File: config.mk
export PLATFORM = sky130hd
export DESIGN_NAME = tbird_sequencer
export DESIGN_NICKNAME = d
export VERILOG_FILES = /design/src/rtl/tbird_sequencer.sv
export SDC_FILE = /design/constraint.sdc
export NUM_CORES = 1
export LEC_CHECK = 0
export ABC_CLOCK_PERIOD_IN_PS = 2700
export CAP_MARGIN = 40
export CORE_MARGIN = 2
export CORE_UTILIZATION = 40
export CTS_BUF_LIST = sky130_fd_sc_hd__clkbuf_4 sky130_fd_sc_hd__clkbuf_8
export CTS_CLUSTER_DIAMETER = 50
export DETAILED_ROUTE_END_ITERATION = 8
export PLACE_DENSITY = 0.54
export SLEW_MARGIN = 5
export SYNTH_ARGS = -nofsm -noshare
export SYNTH_HDL_FRONTEND = slang
export SYNTH_SLANG_ARGS = --single-unit
File: constraint.sdc
create_clock -name clk_in -period 2.7 [get_ports clk_in]
set_clock_uncertainty 0.1 [all_clocks]
set_input_delay 0.27 -clock clk_in [delete_from_list [all_inputs] [get_ports clk_in]]
set_output_delay 0.27 -clock clk_in [all_outputs]
set_load 0.02 [all_outputs]
File: src/rtl/tbird_sequencer.sv
// Tail-light sequencer: prescaled step tick drives LAMPS-wide thermometer sweeps (left/right/hazard).
// Optional steady brake light on undriven sides is enabled with `define BRAKE_EN.
module tbird_sequencer #(
    parameter int TICK_DIV = 3000000,
    parameter int LAMPS    = 3
) (
    input  logic             clk_in,
    input  logic             rst_in,
    input  logic             left_in,
    input  logic             right_in,
    input  logic             hazard_in,
`ifdef BRAKE_EN
    input  logic             brake_in,
`endif
    output logic [LAMPS-1:0] left_out,
    output logic [LAMPS-1:0] right_out,
    output logic             busy_out,
    output logic             tick_out
);
    localparam int CNT_W  = $clog2(TICK_DIV);
    localparam int STEP_W = $clog2(LAMPS + 1);

    localparam logic [1:0] S_IDLE   = 2'd0;
    localparam logic [1:0] S_LEFT   = 2'd1;
    localparam logic [1:0] S_RIGHT  = 2'd2;
    localparam logic [1:0] S_HAZARD = 2'd3;

`ifdef BRAKE_EN
    localparam int NREQ = 4;
    logic [NREQ-1:0] req_pins;
    assign req_pins = {brake_in, hazard_in, right_in, left_in};
`else
    localparam int NREQ = 3;
    logic [NREQ-1:0] req_pins;
    assign req_pins = {hazard_in, right_in, left_in};
`endif

    logic [NREQ-1:0]   sync1_q, sync2_q;
    logic [CNT_W-1:0]  cnt_q, cnt_d;
    logic              tick_q, tick_d;
    logic [1:0]        state_q, state_d, req_mode;
    logic [STEP_W-1:0] step_q, step_d;
    logic [LAMPS-1:0]  left_q, left_d, right_q, right_d, therm, idle_fill;
    logic              busy_q, busy_d;

    function automatic logic [LAMPS-1:0] therm_f(input logic [STEP_W-1:0] s);
        logic [LAMPS-1:0] t;
        t = '0;
        for (int i = 0; i < LAMPS; i++) t[i] = (STEP_W'(i) < s);
        return t;
    endfunction

    always_comb begin
        req_mode = S_IDLE;
        if (sync2_q[2] || (sync2_q[0] && sync2_q[1])) req_mode = S_HAZARD;
        else if (sync2_q[0])                          req_mode = S_LEFT;
        else if (sync2_q[1])                          req_mode = S_RIGHT;
    end

    always_comb begin
        cnt_d  = (cnt_q == CNT_W'(TICK_DIV - 1)) ? '0 : cnt_q + 1'b1;
        tick_d = (cnt_d == CNT_W'(TICK_DIV - 1));
    end

    // Mode is only re-sampled at IDLE or at the wrap step, so sweeps never truncate.
    always_comb begin
        state_d = state_q;
        step_d  = step_q;
        if (tick_q) begin
            if (state_q == S_IDLE) begin
                state_d = req_mode;
                step_d  = '0;
            end else if (step_q != STEP_W'(LAMPS)) begin
                step_d = step_q + 1'b1;
            end else begin
                step_d  = '0;
                state_d = req_mode;
            end
        end
    end

    // Lamps follow the next state every cycle so a brake change shows without waiting for a tick.
    always_comb begin
        therm = therm_f(step_d);
`ifdef BRAKE_EN
        idle_fill = sync2_q[3] ? '1 : '0;
`else
        idle_fill = '0;
`endif
        left_d  = idle_fill;
        right_d = idle_fill;
        case (state_d)
            S_LEFT:   left_d  = therm;
            S_RIGHT:  right_d = therm;
            S_HAZARD: begin
                left_d  = therm;
                right_d = therm;
            end
            default: ;
        endcase
        busy_d = (state_d != S_IDLE);
    end

    always_ff @(posedge clk_in or posedge rst_in) begin
        if (rst_in) begin
            sync1_q <= '0;
            sync2_q <= '0;
            cnt_q   <= '0;
            tick_q  <= 1'b0;
            state_q <= S_IDLE;
            step_q  <= '0;
            left_q  <= '0;
            right_q <= '0;
            busy_q  <= 1'b0;
        end else begin
            sync1_q <= req_pins;
            sync2_q <= sync1_q;
            cnt_q   <= cnt_d;
            tick_q  <= tick_d;
            state_q <= state_d;
            step_q  <= step_d;
            left_q  <= left_d;
            right_q <= right_d;
            busy_q  <= busy_d;
        end
    end

    assign left_out  = left_q;
    assign right_out = right_q;
    assign busy_out  = busy_q;
    assign tick_out  = tick_q;
endmodule

==> results of run 1 <==
## state kept, by name (all words and copies together), names as in the netlist
signal,cells
sync2_q,3
busy_out,1
step_q,2
cnt_q,22
left_out,3
sync1_q,3
tick_out,1
state_q,2
right_out,3
## area by class of cell
cell class | instances | area [um2] | area share (%)
sequential | 40 | 1001 | 47.06
multi-input combinational | 122 | 773.2 | 36.35
timing repair buffer | 16 | 150.1 | 7.059
clock buffer | 6 | 76.32 | 3.588
tap | 52 | 65.06 | 3.059
clock inverter | 2 | 35.03 | 1.647
inverter | 7 | 26.28 | 1.235
## where the power goes
| part | internal [uW] | switching (uW) | total (uW) |
|---|---|---|---|
| Clock | 284 | 204 | 489 |
| Combinational | 6.77 | 12.7 | 19.5 |
| Sequential | 603 | 1.36 | 604 |
## worst max path at each step
stage,endpoint,start,depth (start not counted)
global placement,tick_out,cnt_q[9],6
detailed placement,tick_out,cnt_q[14],6
CTS,tick_out,cnt_q[14],6
global route,tick_out,cnt_q[9],6
floorplan,tick_out,cnt_q[12],8
finish,tick_out,cnt_q[14],6
## cell families after synthesis
logic type,Yosys count
simple gates,87
flops,40
xor+xnor,20
compound gates,12
buf+inv,12
fa+ha+maj,3
## cells in the mapped netlist, types with 2 or more instances
library cell and n:
sky130_fd_sc_hd__a21oi_1 3, sky130_fd_sc_hd__nor4_1 2, sky130_fd_sc_hd__and4_1 2, sky130_fd_sc_hd__nand4_1 7
sky130_fd_sc_hd__dfrtp_1 40, sky130_fd_sc_hd__nor2_1 29, sky130_fd_sc_hd__xor2_1 14, sky130_fd_sc_hd__o22ai_1 2
sky130_fd_sc_hd__and3_1 2, sky130_fd_sc_hd__inv_1 7, sky130_fd_sc_hd__buf_2 2, sky130_fd_sc_hd__nor3_1 8
sky130_fd_sc_hd__nor2b_1 3, sky130_fd_sc_hd__clkbuf_1 3, sky130_fd_sc_hd__a22oi_1 4, sky130_fd_sc_hd__o21ai_0 2
sky130_fd_sc_hd__nand3_1 7, sky130_fd_sc_hd__nand3b_1 2, sky130_fd_sc_hd__nand2_1 12, sky130_fd_sc_hd__xnor2_1 6
sky130_fd_sc_hd__nand4b_1 2, sky130_fd_sc_hd__ha_1 3
## placed cells by master (no fill, tap or decap)
| master | synthesis | routed |
|---|---|---|
| sky130_fd_sc_hd__nand4_1 | 7 | 7 |
| sky130_fd_sc_hd__nand3b_1 | 2 | 2 |
| sky130_fd_sc_hd__xnor2_1 | 6 | 6 |
| sky130_fd_sc_hd__clkinv_2 | 0 | 1 |
| sky130_fd_sc_hd__or2b_1 | 1 | 1 |
| sky130_fd_sc_hd__clkbuf_8 | 0 | 5 |
| sky130_fd_sc_hd__a21oi_1 | 3 | 3 |
| sky130_fd_sc_hd__nand2_1 | 12 | 12 |
| sky130_fd_sc_hd__nor3b_1 | 1 | 1 |
| sky130_fd_sc_hd__or2_2 | 1 | 1 |
| sky130_fd_sc_hd__or4b_1 | 1 | 1 |
| sky130_fd_sc_hd__nor3_4 | 1 | 1 |
| sky130_fd_sc_hd__nor4b_4 | 1 | 1 |
| sky130_fd_sc_hd__and4_1 | 2 | 2 |
| sky130_fd_sc_hd__nor4_1 | 2 | 2 |
| sky130_fd_sc_hd__clkdlybuf4s50_1 | 0 | 12 |
| sky130_fd_sc_hd__nand3_1 | 7 | 7 |
| sky130_fd_sc_hd__xor2_1 | 14 | 14 |
| sky130_fd_sc_hd__or4_4 | 1 | 1 |
| sky130_fd_sc_hd__a211oi_1 | 1 | 1 |
| sky130_fd_sc_hd__or3_1 | 1 | 1 |
| sky130_fd_sc_hd__a22oi_1 | 4 | 4 |
| sky130_fd_sc_hd__ha_1 | 3 | 3 |
| sky130_fd_sc_hd__dfrtp_1 | 40 | 40 |
| sky130_fd_sc_hd__nor3_1 | 8 | 8 |
| sky130_fd_sc_hd__o22ai_1 | 2 | 2 |
| sky130_fd_sc_hd__bufinv_16 | 0 | 1 |
| sky130_fd_sc_hd__nor2_1 | 29 | 29 |
| sky130_fd_sc_hd__o21ai_0 | 2 | 2 |
| sky130_fd_sc_hd__and3_2 | 1 | 1 |
| sky130_fd_sc_hd__and4b_1 | 1 | 1 |
| sky130_fd_sc_hd__nand4b_1 | 2 | 2 |
| sky130_fd_sc_hd__inv_1 | 7 | 7 |
| sky130_fd_sc_hd__nand4_2 | 1 | 1 |
| sky130_fd_sc_hd__buf_4 | 0 | 4 |
| sky130_fd_sc_hd__and3_1 | 2 | 2 |
| sky130_fd_sc_hd__nor2b_1 | 3 | 3 |
| sky130_fd_sc_hd__clkbuf_4 | 0 | 1 |
## through the flow
| stage | std cells | power, uW | cell area, um2 | util [%] |
|---|---|---|---|---|
| final | 245 | 1113 | 2127 | 48.52 |
| after global routing | 245 | 1166 | 2127 | 48.52 |
| after CTS | 245 | 1132 | 2127 | 48.52 |
| after detailed placement | 237 | 637.4 | 2016 | 45.98 |
| after global placement | 237 | 636.0 | 2016 | 45.98 |
| after floorplan | 174 | 626.0 | 1822 | - |
## layer usage
metal / up-vias / global-route usage (%) / routed length (um)
li1: 631 / - / -
met1: 644 / 18.89 / 1582
met2: 24 / 27.78 / 1826
met3: 4 / 4.219 / 130
met4: 0 / 3.145 / 24
met5: - / 0 / 0
## worst max-delay path: stages (launching register included)
cell and delay [ns]:
sky130_fd_sc_hd__dfrtp_1 0.46, sky130_fd_sc_hd__and4_1 0.26, sky130_fd_sc_hd__or4b_1 0.58, sky130_fd_sc_hd__nor3_4 0.23, sky130_fd_sc_hd__xnor2_1 0.10, sky130_fd_sc_hd__or4_4 0.43, sky130_fd_sc_hd__nor4b_4 0.22
==> results.md, run 1 <==
Layout:
- After the last flow step, the layout net total stands at 200.
- The repair_antennas step left the layout with diodes totalling 0.
- The layout overhead on the synthesized area is 16.76%.
- The count of fill cells added during filler insertion is 417.
- The share of final-layout standard cells stronger than drive strength 1 is 9.326%.

Yosys:
- After synthesis, the share of cell area in mux cells is 0%.
- After synthesis the netlist holds a flip-flop and latch count of 40.
- The post-synth net total is 182.
- Summing the areas of all compound-gate instances in the mapped netlist gives 4.121% of the synthesized area.
- In the synthesized netlist the async set-or-reset flop fraction comes to 100.0%.
- After Yosys synthesis, and, or, nand and nor cells account for a little over a quarter of the synthesized area.
- The warning count from the yosys run is 0.
- sky130_fd_sc_hd__dfrtp_1 takes more of the synthesized area than any other cell.
- Of the total synthesized cell area, the portion taken by XOR and XNOR cells is 9.615%.
- By area the synthesized netlist is led by sky130_fd_sc_hd__dfrtp_1, sky130_fd_sc_hd__xor2_1, sky130_fd_sc_hd__nor2_1.
- The dominant combinational cell family by area after synthesis is simple AND/OR/NAND/NOR gates.
- The commonest register cell after synthesis is sky130_fd_sc_hd__dfrtp_1.
- The synthesized design contains 0 enable-type register cells.
- The synthesized design devotes to its leading area cell type 54.95% of total area.
- The arithmetic-cell share of the synthesized area counting full adders, half adders and majority gates is 2.060%.
- The netlist uses 34 different library cells.
- The share of synthesized area occupied by flip-flops and latches is 54.95%.
- Summing every instance area after synthesis gives 1822 um2.
- Counting every instance in the synthesized netlist gives 174.
- The average cell area after synthesis is between 10 and 15 um2.

Hold path:
- The start point of the worst min-delay path is sync1_q[1].
- The worst hold path was traced through 0 stages.
- The path with the worst hold slack has its endpoint at sync2_q[1].
- The worst hold path belongs to the class reg -> reg.

Routing:
- For this run, design rule violations remaining after detail routing come to 0.
- After detailed routing, the number of vias per cell comes to 5.318.
- The post-detailed-route count of antenna-violating nets is 0.
- In the final routed layout, each cell accounts on average for about 15 um.
- The DRC marker count from the first detailed-route iteration is 61.
- The count of vias placed by the detailed router is approximately 1.3k.
- The total detailed-routing wirelength is roughly 3600 um.
- The first-pass iteration count of the detailed router is 4.

Timing:
- The worst max-slew margin expressed relative to the limit is 66.90%.
- The final-report max-slew violation count is 0.
- The aggregate negative setup slack is 0 ns.
- The clock period could shrink to around 2.5 ns.
- Setup violations remaining at the end of the flow were counted as 0.
- Setup repair after global routing left no endpoint under its margin.
- The worst hold slack is 0.2521 ns.
- The maximum frequency from static timing analysis is 406.6 MHz.
- The final critical-path setup slack is between 0.2 and 0.25 ns.
- The count of final hold-check violations is 0.
- Dividing the final minimum period by the clock period gives roughly nine tenths.
- The measured slew at the worst slew-check pin is just under 0.5 ns.

Clock network:
- At the later pin of the worst-skew pair, clock insertion delay measures a little under 0.3 ns.
- Buffers added to address setup during post-CTS repair amount to 0.
- TritonCTS created 5 clock buffers.
- The clock transition at the register clock pins on the worst setup and hold paths after CTS is 0.08 ns.
- The H-tree level count is 2.
- TritonCTS built the clock tree.
- Counting along the longest clock path gives a buffer depth of 2.
- In this run the clock root is driven by a sky130_fd_sc_hd__clkbuf_8.
- The number of sinks handled by clock tree synthesis is 40.
- The post-cts repair resize count is 0.
- The number of hold buffers added after CTS was 0.

Setup path:
- The class of the most critical setup path is reg -> reg.
- For flop-to-flop paths, the worst setup slack is 0.24 ns.
- The required time at the endpoint of the critical path is 2.79 ns.
- The worst register-to-register path begins at cnt_q[14].
- The worst setup path is captured at a register.
- The capture point of the worst reg-to-reg path is tick_out.
- Of all nets on the critical path, the largest fanout is 7.
- Counting cells, the worst reg-to-reg path comes to 6.
- STA classifies the critical path startpoint as a register.
- The critical path data arrival time is 2.55 ns.

Run status:
- The flow ran to the end, and the final reports show no timing, DRC or antenna violations.

Die:
- The die covers between 5000 and 6000 um2.
- The height of the die is 71.49 um.
- The starting density of the core is around two fifths.
- Row generation in the floorplan step produced 24 rows.
- The total core area is 4384 um2.
- The die is roughly 70 um wide.
- The I/O pin total is 13.

GRT:
- The first-pass GRT wire length is 6154 um.
- The via count of the first global-routing pass is 1309.
- The initial antenna violation count was 0.
- The overflow left after global routing is 0.
- In the global route stage, overall resource usage came out at 15.56%.
- The maximum number of pins on one net before global-route repair is between 40 and 50.

Job:
- The max-capacitance violation count is 0.

Power:
- For this design the ratio of total power to cell area is 523.1 nW/um2.
- The static leakage is 0.0009878 uW.
- IR analysis of the VDD net gives a maximum drop of just over 300 uV.

Place:
- After legalization and detailed placement, the total HPWL measured 2567 um.
- The setup slack after placement is approximately 0.22 ns.
- At the end of routability-driven placement, the weighted congestion stood at 0.8443.
- The count of port buffers added during placement is 12.
Power figures use the tool's default switching activity.
==> inputs of run 2 (changes only) <==
--- a/config.mk
+++ b/config.mk
@@ -17,3 +17,4 @@
 export SYNTH_ARGS = -nofsm -noshare
 export SYNTH_HDL_FRONTEND = slang
 export SYNTH_SLANG_ARGS = --single-unit
+export TNS_END_PERCENT = 30
==> results of run 2 <==
No change in the layout: final DEF, timing and power equal those of run 1.
